[config.mk]
export PLATFORM = sky130hd
export DESIGN_NAME = mode_select_db
export DESIGN_NICKNAME = d
export VERILOG_FILES = /design/src/rtl/mode_select_pkg.sv /design/src/rtl/mode_select_db_sw_debounce.sv /design/src/rtl/mode_select_db.sv
export SDC_FILE = /design/constraint.sdc
export NUM_CORES = 1
export LEC_CHECK = 0
export ABC_AREA = 1
export CORE_MARGIN = 5
export CORE_UTILIZATION = 57
export CTS_CLUSTER_SIZE = 24
export DETAILED_ROUTE_END_ITERATION = 10
export DONT_BUFFER_PORTS = 1
export PLACE_DENSITY_LB_ADDON = 0.08
export SKIP_LAST_GASP = 1
export SYNTH_ARGS = -nofsm -noshare
export SYNTH_HDL_FRONTEND = slang
export SYNTH_HIERARCHICAL = 1
export SYNTH_SLANG_ARGS = --single-unit
[constraint.sdc]
create_clock -name clk -period 1.5 [get_ports clk]
set_clock_uncertainty 0.2 [all_clocks]
set_input_delay 0.075 -clock clk [delete_from_list [all_inputs] [get_ports clk]]
set_output_delay 0.075 -clock clk [all_outputs]
set_load 0.02 [all_outputs]
[src/rtl/mode_select_pkg.sv]
// Shared types and mode codes for the switch-driven display mode selector.
package mode_select_pkg;

  localparam int unsigned MODE_W = 2;

  localparam logic [MODE_W-1:0] MODE_AB    = 2'd0;
  localparam logic [MODE_W-1:0] MODE_COINC = 2'd1;
  localparam logic [MODE_W-1:0] MODE_TDC   = 2'd2;
  localparam logic [MODE_W-1:0] MODE_BLANK = 2'd3;

  typedef enum logic {
    TRACK = 1'b0,
    HOLD  = 1'b1
  } state_e;

endpackage

[src/rtl/mode_select_db_sw_debounce.sv]
// Single-bit two-flop synchroniser followed by a stable-count debouncer.
module sw_debounce #(
  parameter int unsigned DEBOUNCE_CYCLES = 500000
) (
  input  logic clk,
  input  logic rst_n,
  input  logic d_raw,
  output logic d_db
);

  localparam int unsigned CNT_W = $clog2(DEBOUNCE_CYCLES);

  logic             sync1_q, sync1_d;
  logic             sync2_q, sync2_d;
  logic             db_q, db_d;
  logic [CNT_W-1:0] cnt_q, cnt_d;

  // Counter only runs while levels differ and is cleared on acceptance, so it never reaches wrap.
  always_comb begin
    sync1_d = d_raw;
    sync2_d = sync1_q;
    db_d    = db_q;
    cnt_d   = '0;
    if (sync2_q != db_q) begin
      if (cnt_q == CNT_W'(DEBOUNCE_CYCLES - 1)) begin
        db_d  = sync2_q;
        cnt_d = '0;
      end else begin
        cnt_d = cnt_q + CNT_W'(1);
      end
    end
  end

  always_ff @(posedge clk or negedge rst_n) begin
    if (!rst_n) begin
      sync1_q <= 1'b0;
      sync2_q <= 1'b0;
      db_q    <= 1'b0;
      cnt_q   <= '0;
    end else begin
      sync1_q <= sync1_d;
      sync2_q <= sync2_d;
      db_q    <= db_d;
      cnt_q   <= cnt_d;
    end
  end

  assign d_db = db_q;

endmodule

[src/rtl/mode_select_db.sv]
// Debounced switch-to-mode register with measurement lock, pending flag and blank output.
module mode_select_db
  import mode_select_pkg::*;
#(
  parameter int unsigned      N_SW            = 2,
  parameter int unsigned      DEBOUNCE_CYCLES = 500000,
  parameter logic [N_SW-1:0]  RESET_MODE      = '0,
  parameter logic [N_SW-1:0]  BLANK_CODE      = '1
) (
  input  logic            clk,
  input  logic            rst_n,
  input  logic [N_SW-1:0] sw,
  input  logic            lock,
  output logic [N_SW-1:0] mode,
  output logic            mode_change,
  output logic            pending,
  output logic            blank
);

  logic [N_SW-1:0] sw_db;

  for (genvar i = 0; i < N_SW; i++) begin : g_db
    sw_debounce #(
      .DEBOUNCE_CYCLES(DEBOUNCE_CYCLES)
    ) u_db (
      .clk  (clk),
      .rst_n(rst_n),
      .d_raw(sw[i]),
      .d_db (sw_db[i])
    );
  end

  state_e          state_q, state_d;
  logic [N_SW-1:0] mode_q, mode_d;
  logic            mode_change_q, mode_change_d;
  logic            pending_q, pending_d;
  logic            blank_q, blank_d;

  // Lock takes priority over a new debounced value; the update is deferred to TRACK.
  always_comb begin
    state_d       = state_q;
    mode_d        = mode_q;
    mode_change_d = 1'b0;
    pending_d     = 1'b0;
    unique case (state_q)
      TRACK: begin
        if (lock) begin
          state_d = HOLD;
        end else if (sw_db != mode_q) begin
          mode_d        = sw_db;
          mode_change_d = 1'b1;
        end
      end
      HOLD: begin
        if (!lock) begin
          state_d = TRACK;
        end else begin
          pending_d = (sw_db != mode_q);
        end
      end
      default: state_d = TRACK;
    endcase
    blank_d = (mode_d == BLANK_CODE);
  end

  always_ff @(posedge clk or negedge rst_n) begin
    if (!rst_n) begin
      state_q       <= TRACK;
      mode_q        <= RESET_MODE;
      mode_change_q <= 1'b0;
      pending_q     <= 1'b0;
      blank_q       <= (RESET_MODE == BLANK_CODE);
    end else begin
      state_q       <= state_d;
      mode_q        <= mode_d;
      mode_change_q <= mode_change_d;
      pending_q     <= pending_d;
      blank_q       <= blank_d;
    end
  end

  assign mode        = mode_q;
  assign mode_change = mode_change_q;
  assign pending     = pending_q;
  assign blank       = blank_q;

endmodule

==> results of run 1 <==
-- synth_stat cells (6+ instances only) --
| library cell | number | area share [%] |
|---|---|---|
| inv_1 | 42 | 6.0 |
| nand2_1 | 60 | 8.6 |
| nor2_2 | 9 | 2.1 |
| nand3_1 | 24 | 4.6 |
| nor2_4 | 6 | 2.6 |
| a21oi_1 | 8 | 1.5 |
| dfrtp_1 | 50 | 48 |
| nand2_2 | 8 | 1.9 |
| nor2_1 | 65 | 9.3 |
| xor2_1 | 12 | 4.0 |
| o21ai_1 | 9 | 1.7 |
-- state kept, by name, indices dropped and copies added (netlist names) --
name               flops
g_db.u_db/sync1_q      2
g_db.u_db/cnt_q       38
state_q                1
blank                  1
pending                1
g_db.u_db/sync2_q      2
g_db.u_db/d_db         2
mode_change            1
mode                   2
-- final cells by class --
type,instances,area (µm²)
multi-input cells,229,1403
clock inverters,3,43.79
repair buffers,25,232.7
flip-flops and latches,50,1256
well taps,52,65.06
fillers,336,1172
inverters,46,172.7
clock buffers,5,68.82
-- layer usage --
layer  vias to the layer above  track usage [%]  part of all wire [%]  wire length, µm
li1                       1075                -                     -                -
met1                       996            25.95                    48             2541
met2                        42            27.13                    46             2394
met3                         6            4.745                   4.8              252
met4                         0            5.068                   1.1               58
met5                         -                0                     0                0
-- placed cells by master (no fill, tap or decap), drive strengths merged --
master / n
ha: 2
xor2: 14
a21oi: 8
nand4: 4
nand3: 26
bufinv: 1
o21a: 2
xnor2: 4
inv: 47
nor3: 4
clkinv: 1
o21ai: 11
nor2: 80
clkbuf: 5
nor3b: 4
nand2: 70
dlygate4sd3: 4
buf: 21
dfrtp: 50
-- where the power goes --
part | internal (W) | switching [W] | leakage [nW]
logic | 0.0000686 | 0.0000950 | 0.740
registers | 0.00138 | 0.0000434 | 0.669
clock network | 0.000500 | 0.000457 | 0.0585
total | 0.00195 | 0.000595 | 1.47
-- worst reg2reg max path: stages (launching register included) --
cell and delay, ns:
dfrtp_1 0.37, ha_2 0.21, nand2_4 0.07, nor2_4 0.17, nand3_1 0.16, xor2_1 0.19
nor2_1 0.07
-- cell families after synthesis --
| kind of cell | Yosys count |
|---|---|
| AO/OA/AOI/OAI | 21 |
| XOR/XNOR | 18 |
| adder cells (fa/ha/maj) | 2 |
| buffers and inverters | 46 |
| flip-flops | 50 |
| AND/OR/NAND/NOR | 188 |
-- worst paths after layout --
| kind | startpoint | endpoint | slack, ns | cells after the start |
|---|---|---|---|---|
| setup / recovery | g_db[0].u_db/cnt_q[1] | g_db[0].u_db/cnt_q[12] | -0.04 | 6 |
| hold / removal | rst_n | g_db[1].u_db/cnt_q[9] | 0.07 | 2 |
| setup reg to reg | g_db[0].u_db/cnt_q[1] | g_db[0].u_db/cnt_q[12] | -0.04 | 6 |
| hold reg to reg | g_db[1].u_db/sync1_q | g_db[1].u_db/sync2_q | 0.16 | 0 |
| max in group asynchronous | rst_n | g_db[0].u_db/cnt_q[7] | 0.79 | 2 |
| min in group clk | sw[0] | g_db[0].u_db/sync1_q | 0.12 | 1 |
-- stage by stage --
stage          total power [W]  area, µm²  utilization (%)
3_3_place_gp          0.001537       2765            62.64
6_report              0.002542       3242            73.44
2_1_floorplan         0.001508       2633                -
3_5_place_dp          0.001539       2765            62.64
4_1_cts               0.002546       3028            68.59
5_1_grt               0.002662       3242            73.44
-- what timing repair did --
action,in CTS,in global routing
hold endpoints to repair,58,0
setup endpoints to repair,24,34
hold buffers,5,0
setup buffers,3,9
pin swaps,8,15
gates resized for setup,17,38
==> results_dict.tcl, run 1 <==
set metrics [dict create \
    nets 364 \
    grt_overflow_total 0 \
    grt_max_degree 51 \
    ys_seq_elements 50 \
    yosys_warnings 6 \
    end_kind "flip-flop" \
    grt_pass1_vias 2067 \
    maxCapViolations 0 \
    synthFlopType "dfrtp_1" \
    cp_top_family "simple AND/OR/NAND/NOR gates" \
    yosys.area_share.simple_pct 34.22 \
    cp_slowest_stage_delay_ns 0.37 \
    clockRootBuffer "clkbuf_8" \
    clk_pin_slew_ns 0.10 \
    synth_top_family_by_area "simple AND/OR/NAND/NOR gates" \
    max_slew_margin_pct 81.95 \
    drt_iter0_drc 136 \
    seq_area_frac_synth_pct 47.53 \
    n_antenna_cell 0 \
    ys_async_sr_fraction_pct 100.0 \
    htree_num_levels 2 \
    power.density_mw_per_mm2 784.2 \
    synth_compound_area_share_pct 4.183 \
    synth-edff-count 0 \
    rsz0062_at_grt "true" \
    status "finished with violations" \
    dp_slack_ns -0.08167 \
    holdCritPathClass "input pin to asynchronous set/reset pin" \
    fin_hold_ws_ns 0.06578 \
    gp_congestion 0.8502 \
    path_class "flip-flop to flip-flop" \
    drc 0 \
    leakagePower_nw 1.468 \
    fin_setup_tns_ns -0.2238 \
    clkSinkCount 50 \
    arrival_ns 1.54 \
    wl_um 5247 \
    clockBufferDepth 2 \
    synthCells 325 \
    start_kind "flip-flop" \
    antenna_found_initial 0 \
    area_growth_pct 23.15 \
    fp.coreArea_mm2 0.004414 \
    cp_cell_sequence "ha_2, nand2_4, nor2_4, nand3_1, xor2_1, nor2_1" \
    cp.required_ns 1.50 \
    final.min_clock_period_ns 1.542 \
    io_buffers 0 \
    cts_tree "built" \
    cpMaxStageDelayCell "dfrtp_1" \
    drive_above_1_share_pct 27.93 \
    fmax_ghz 0.6485 \
    syn_avg_cell_area_um2 8.100 \
    numPlacedInstances 386 \
    syn-num-nets 332 \
    num_rows 24 \
    place.detailed.hpwl_um 3574 \
    die_h_um 77.96 \
    period_share_pct 102.8 \
    synth_fa_ha_area_share_pct 0.9506 \
    finalSetupViolations 13 \
    start_util_pct 59.64 \
    crit_buf_inv 0 \
    finalHoldViolCount 0 \
    fin_cells 410 \
    ant_nets 0 \
    worst_pin_slew_ns 0.2707 \
    vias 2119 \
    synth_xor_area_share_pct 6.559 \
    die_area_mm2 0.006078 \
    grt_usage_pct 18.07 \
    fin_ws_ns -0.04203 \
    vias_per_cell 5.168 \
    insertion_delay_ns 0.30 \
    grt_pass1_wl_um 9039 \
    vdd_drop_max_v 0.0006186 \
    muxShareOfSynthArea_pct 0 \
    netlist_area_mm2 0.002633 \
    violations "negative setup slack" \
    firstDrtPassIters 4 \
    cts_buffers 5 \
    io_pins 10 \
    synth_cell_type_count 22 \
    wl_per_cell_um 12.80 \
    crit_fanout 4 \
    fp.dieW_um 77.96 \
    finalMaxSlewViolations 0 \
]
Note: power is estimated with default switching activity, not from simulation.
==> inputs of run 2 (changes only) <==
Settings changed: ABC_AREA 1 to unset, CORE_UTILIZATION 57 to 65.
Clock period 1.5 ns to 1.9 ns, I/O delays scaled along.
==> run 2 against run 1 <==
The run still ends with negative setup slack left. Critical path type unchanged. Combinational power decreased by 26%. Die area decreased by 18%. Via count decreased by 9.3%. Global-route usage increased by 5.1 points.
==> results_dict.tcl, run 2 <==
set metrics [dict create \
    internal_power_w 0.001429 \
    cts_tree "built" \
    finalSetupViolations 20 \
    holdCritPathClass "input pin to asynchronous set/reset pin" \
    period_share_pct 103.3 \
    cp.required_ns 1.94 \
    arrival_ns 2.00 \
    fin_hold_ws_ns 0.1235 \
    final_common_cell "dfrtp_1" \
    start_util_pct 66.12 \
    end_kind "flip-flop" \
    dp_slack_ns -0.1114 \
    wl_um 5759 \
    yosys.area.top_type "dfrtp_1" \
    die_area_mm2 0.005012 \
    r2r_cells 5 \
    num_rows 22 \
    layout_common_cells "48 x dfrtp_1, 34 x buf_4, 33 x nor2_1, 28 x xnor2_1, 13 x nand2_1" \
    clk_pin_slew_ns 0.09 \
    synthFlopType "dfrtp_1" \
    ys_async_sr_fraction_pct 100.0 \
    nets 283 \
    path_class "flip-flop to flip-flop" \
    synthCells 227 \
    fmax_ghz 0.5095 \
    grt_overflow_total 0 \
    crit_path_end "g_db[0].u_db/cnt_q[16]" \
    synth_cell_type_count 28 \
    syn-num-nets 234 \
    io_buffers 0 \
    ant_nets 0 \
    finalInstanceArea_mm2 0.003090 \
    firstDrtPassIters 4 \
    grt_max_degree 51 \
    seq_area_frac_synth_pct 52.08 \
    yosys-top-cells-area "dfrtp_1 52%, xnor2_1 10%, nor2_1 5.9%, nand3_1 2.9%, nor4_1 2.6%" \
    vdd_drop_max_v 0.0006300 \
    largest_reg_flops 38 \
    area_growth_pct 28.65 \
    htree_num_levels 2 \
    gp_congestion 0.8939 \
    crit_fanout 4 \
    reg2reg_from "g_db[0].u_db/cnt_q[10]" \
    drt_iter0_drc 194 \
    drc 0 \
    vias_per_cell 5.914 \
    fp.coreArea_mm2 0.003633 \
    place.detailed.hpwl_um 3338 \
    max_slew_margin_pct 70.16 \
    fin_ws_ns -0.06256 \
    antenna_found_initial 0 \
    yosys_warnings 6 \
    regMostFlops "g_db.u_db/cnt_q" \
    worst_pin_slew_ns 0.4435 \
    fp.dieW_um 70.80 \
    violations "negative setup slack" \
    startpoint "g_db[0].u_db/cnt_q[10]" \
    ys_seq_elements 50 \
    synth_commonest_cells "50 x dfrtp_1, 38 x nor2_1, 28 x xnor2_1, 14 x nand3_1, 13 x nand2_1" \
    fillers 184 \
    clkPwrFrac_pct 34.9 \
    drive_above_1_share_pct 30.69 \
    reg2reg_slack_ns -0.06 \
    rsz0062_at_grt "true" \
    clockRootBuffer "clkbuf_8" \
    finalHoldViolCount 0 \
    post_dp_cell_area_mm2 0.002744 \
    cts_buffers 5 \
    io_pins 10 \
    leakagePower_nw 1.302 \
    comb_power_share_pct 6.5 \
    status "finished with violations" \
    yosys.area.top_type_share_pct 52.08 \
    netlist_area_mm2 0.002402 \
    yosysMostFrequentCell "dfrtp_1" \
    start_kind "flip-flop" \
    die_h_um 70.80 \
    finalMaxSlewViolations 0 \
    final.min_clock_period_ns 1.963 \
    rr_endpoint "g_db[0].u_db/cnt_q[16]" \
    grt_usage_pct 23.16 \
    clkSinkCount 50 \
    maxCapViolations 0 \
    grt_pass1_wl_um 9025 \
    power.density_mw_per_mm2 605.5 \
    wl_per_cell_um 17.72 \
    clockBufferDepth 2 \
    swShare_pct 23.66 \
    insertion_delay_ns 0.31 \
    synth-edff-count 0 \
    grt_pass1_vias 1907 \
    n_antenna_cell 0 \
    switchingPower_w 0.0004428 \
    syn_avg_cell_area_um2 10.58 \
    seqPwrFrac_pct 58.6 \
    vias 1922 \
]
[run 2: power groups by stage]
| stage | clock network [W] | registers, W | logic (W) |
|---|---|---|---|
| final | 0.000653 | 0.00110 | 0.000122 |
| after global routing | 0.000720 | 0.00110 | 0.000135 |
| after detailed placement | 0 | 0.00112 | 0.0000818 |
| after floorplan | 0 | 0.00111 | 0.0000509 |
| after global placement | 0 | 0.00112 | 0.0000770 |
| after CTS | 0.000638 | 0.00110 | 0.000118 |
[run 2: worst min-delay path by stage]
stage               cells after the start  slack [ns]                      to
global route                            1        0.13    g_db[1].u_db/sync1_q
global placement                        0       -0.40  g_db[0].u_db/cnt_q[11]
finish                                  2        0.12  g_db[0].u_db/cnt_q[15]
CTS                                     2        0.13  g_db[1].u_db/cnt_q[14]
detailed placement                      0       -0.40   g_db[0].u_db/cnt_q[8]
floorplan                               0       -0.40                   blank
[run 2: timing repair]
action,in CTS,in global routing
pin swaps,12,7
gates resized for setup,9,22
hold buffers,5,0
endpoints found under the hold margin,58,0
endpoints found under the setup margin,7,24
buffers inserted,3,3
[run 2: per-layer routing]
| metal | share of wire, % | routed length, µm | global-route usage (%) | vias up |
|---|---|---|---|---|
| met5 | 0 | 0 | 0 | - |
| met4 | 3.0 | 173 | 9.603 | 0 |
| met3 | 5.4 | 312 | 6.676 | 20 |
| met2 | 50 | 2879 | 37.38 | 74 |
| met1 | 42 | 2394 | 29.28 | 945 |
| li1 | - | - | - | 883 |
[run 2: stage by stage]
step / util (%) / TNS (ns) / cells / power (W)
after floorplan: - / -0.1894 / 227 / 0.001165
after global placement: 75.52 / -0.03382 / 306 / 0.001193
after detailed placement: 75.52 / -0.2960 / 306 / 0.001198
after CTS: 81.89 / -0.02728 / 322 / 0.001851
after global routing: 85.06 / -2.205 / 325 / 0.001953
final: 85.06 / -0.6593 / 325 / 0.001871
[run 2: worst max-delay path, cell delays in order (launching register included)]
cell and delay [ns]:
dfrtp_1 0.39, buf_6 0.12, nand4_1 0.13, or4_4 0.57, or3_1 0.34, a21oi_2 0.14
[run 2: kinds of logic after synthesis]
family / share of synthesized area, %
fa+ha+maj: 1.042
compound gates: 4.896
xor+xnor: 11.67
flops: 52.08
mux: 3.438
buf+inv: 2.604
simple gates: 24.27
[run 2: area by class of cell]
| class | count | area, µm² | area share [%] |
|---|---|---|---|
| inverter | 10 | 37.54 | 1.215 |
| clock buffer | 6 | 82.58 | 2.672 |
| timing repair buffer | 46 | 410.4 | 13.28 |
| clock inverter | 2 | 12.51 | 0.4049 |
| tap | 48 | 60.06 | 1.943 |
| sequential | 50 | 1254 | 40.57 |
| multi-input combinational | 163 | 1234 | 39.92 |
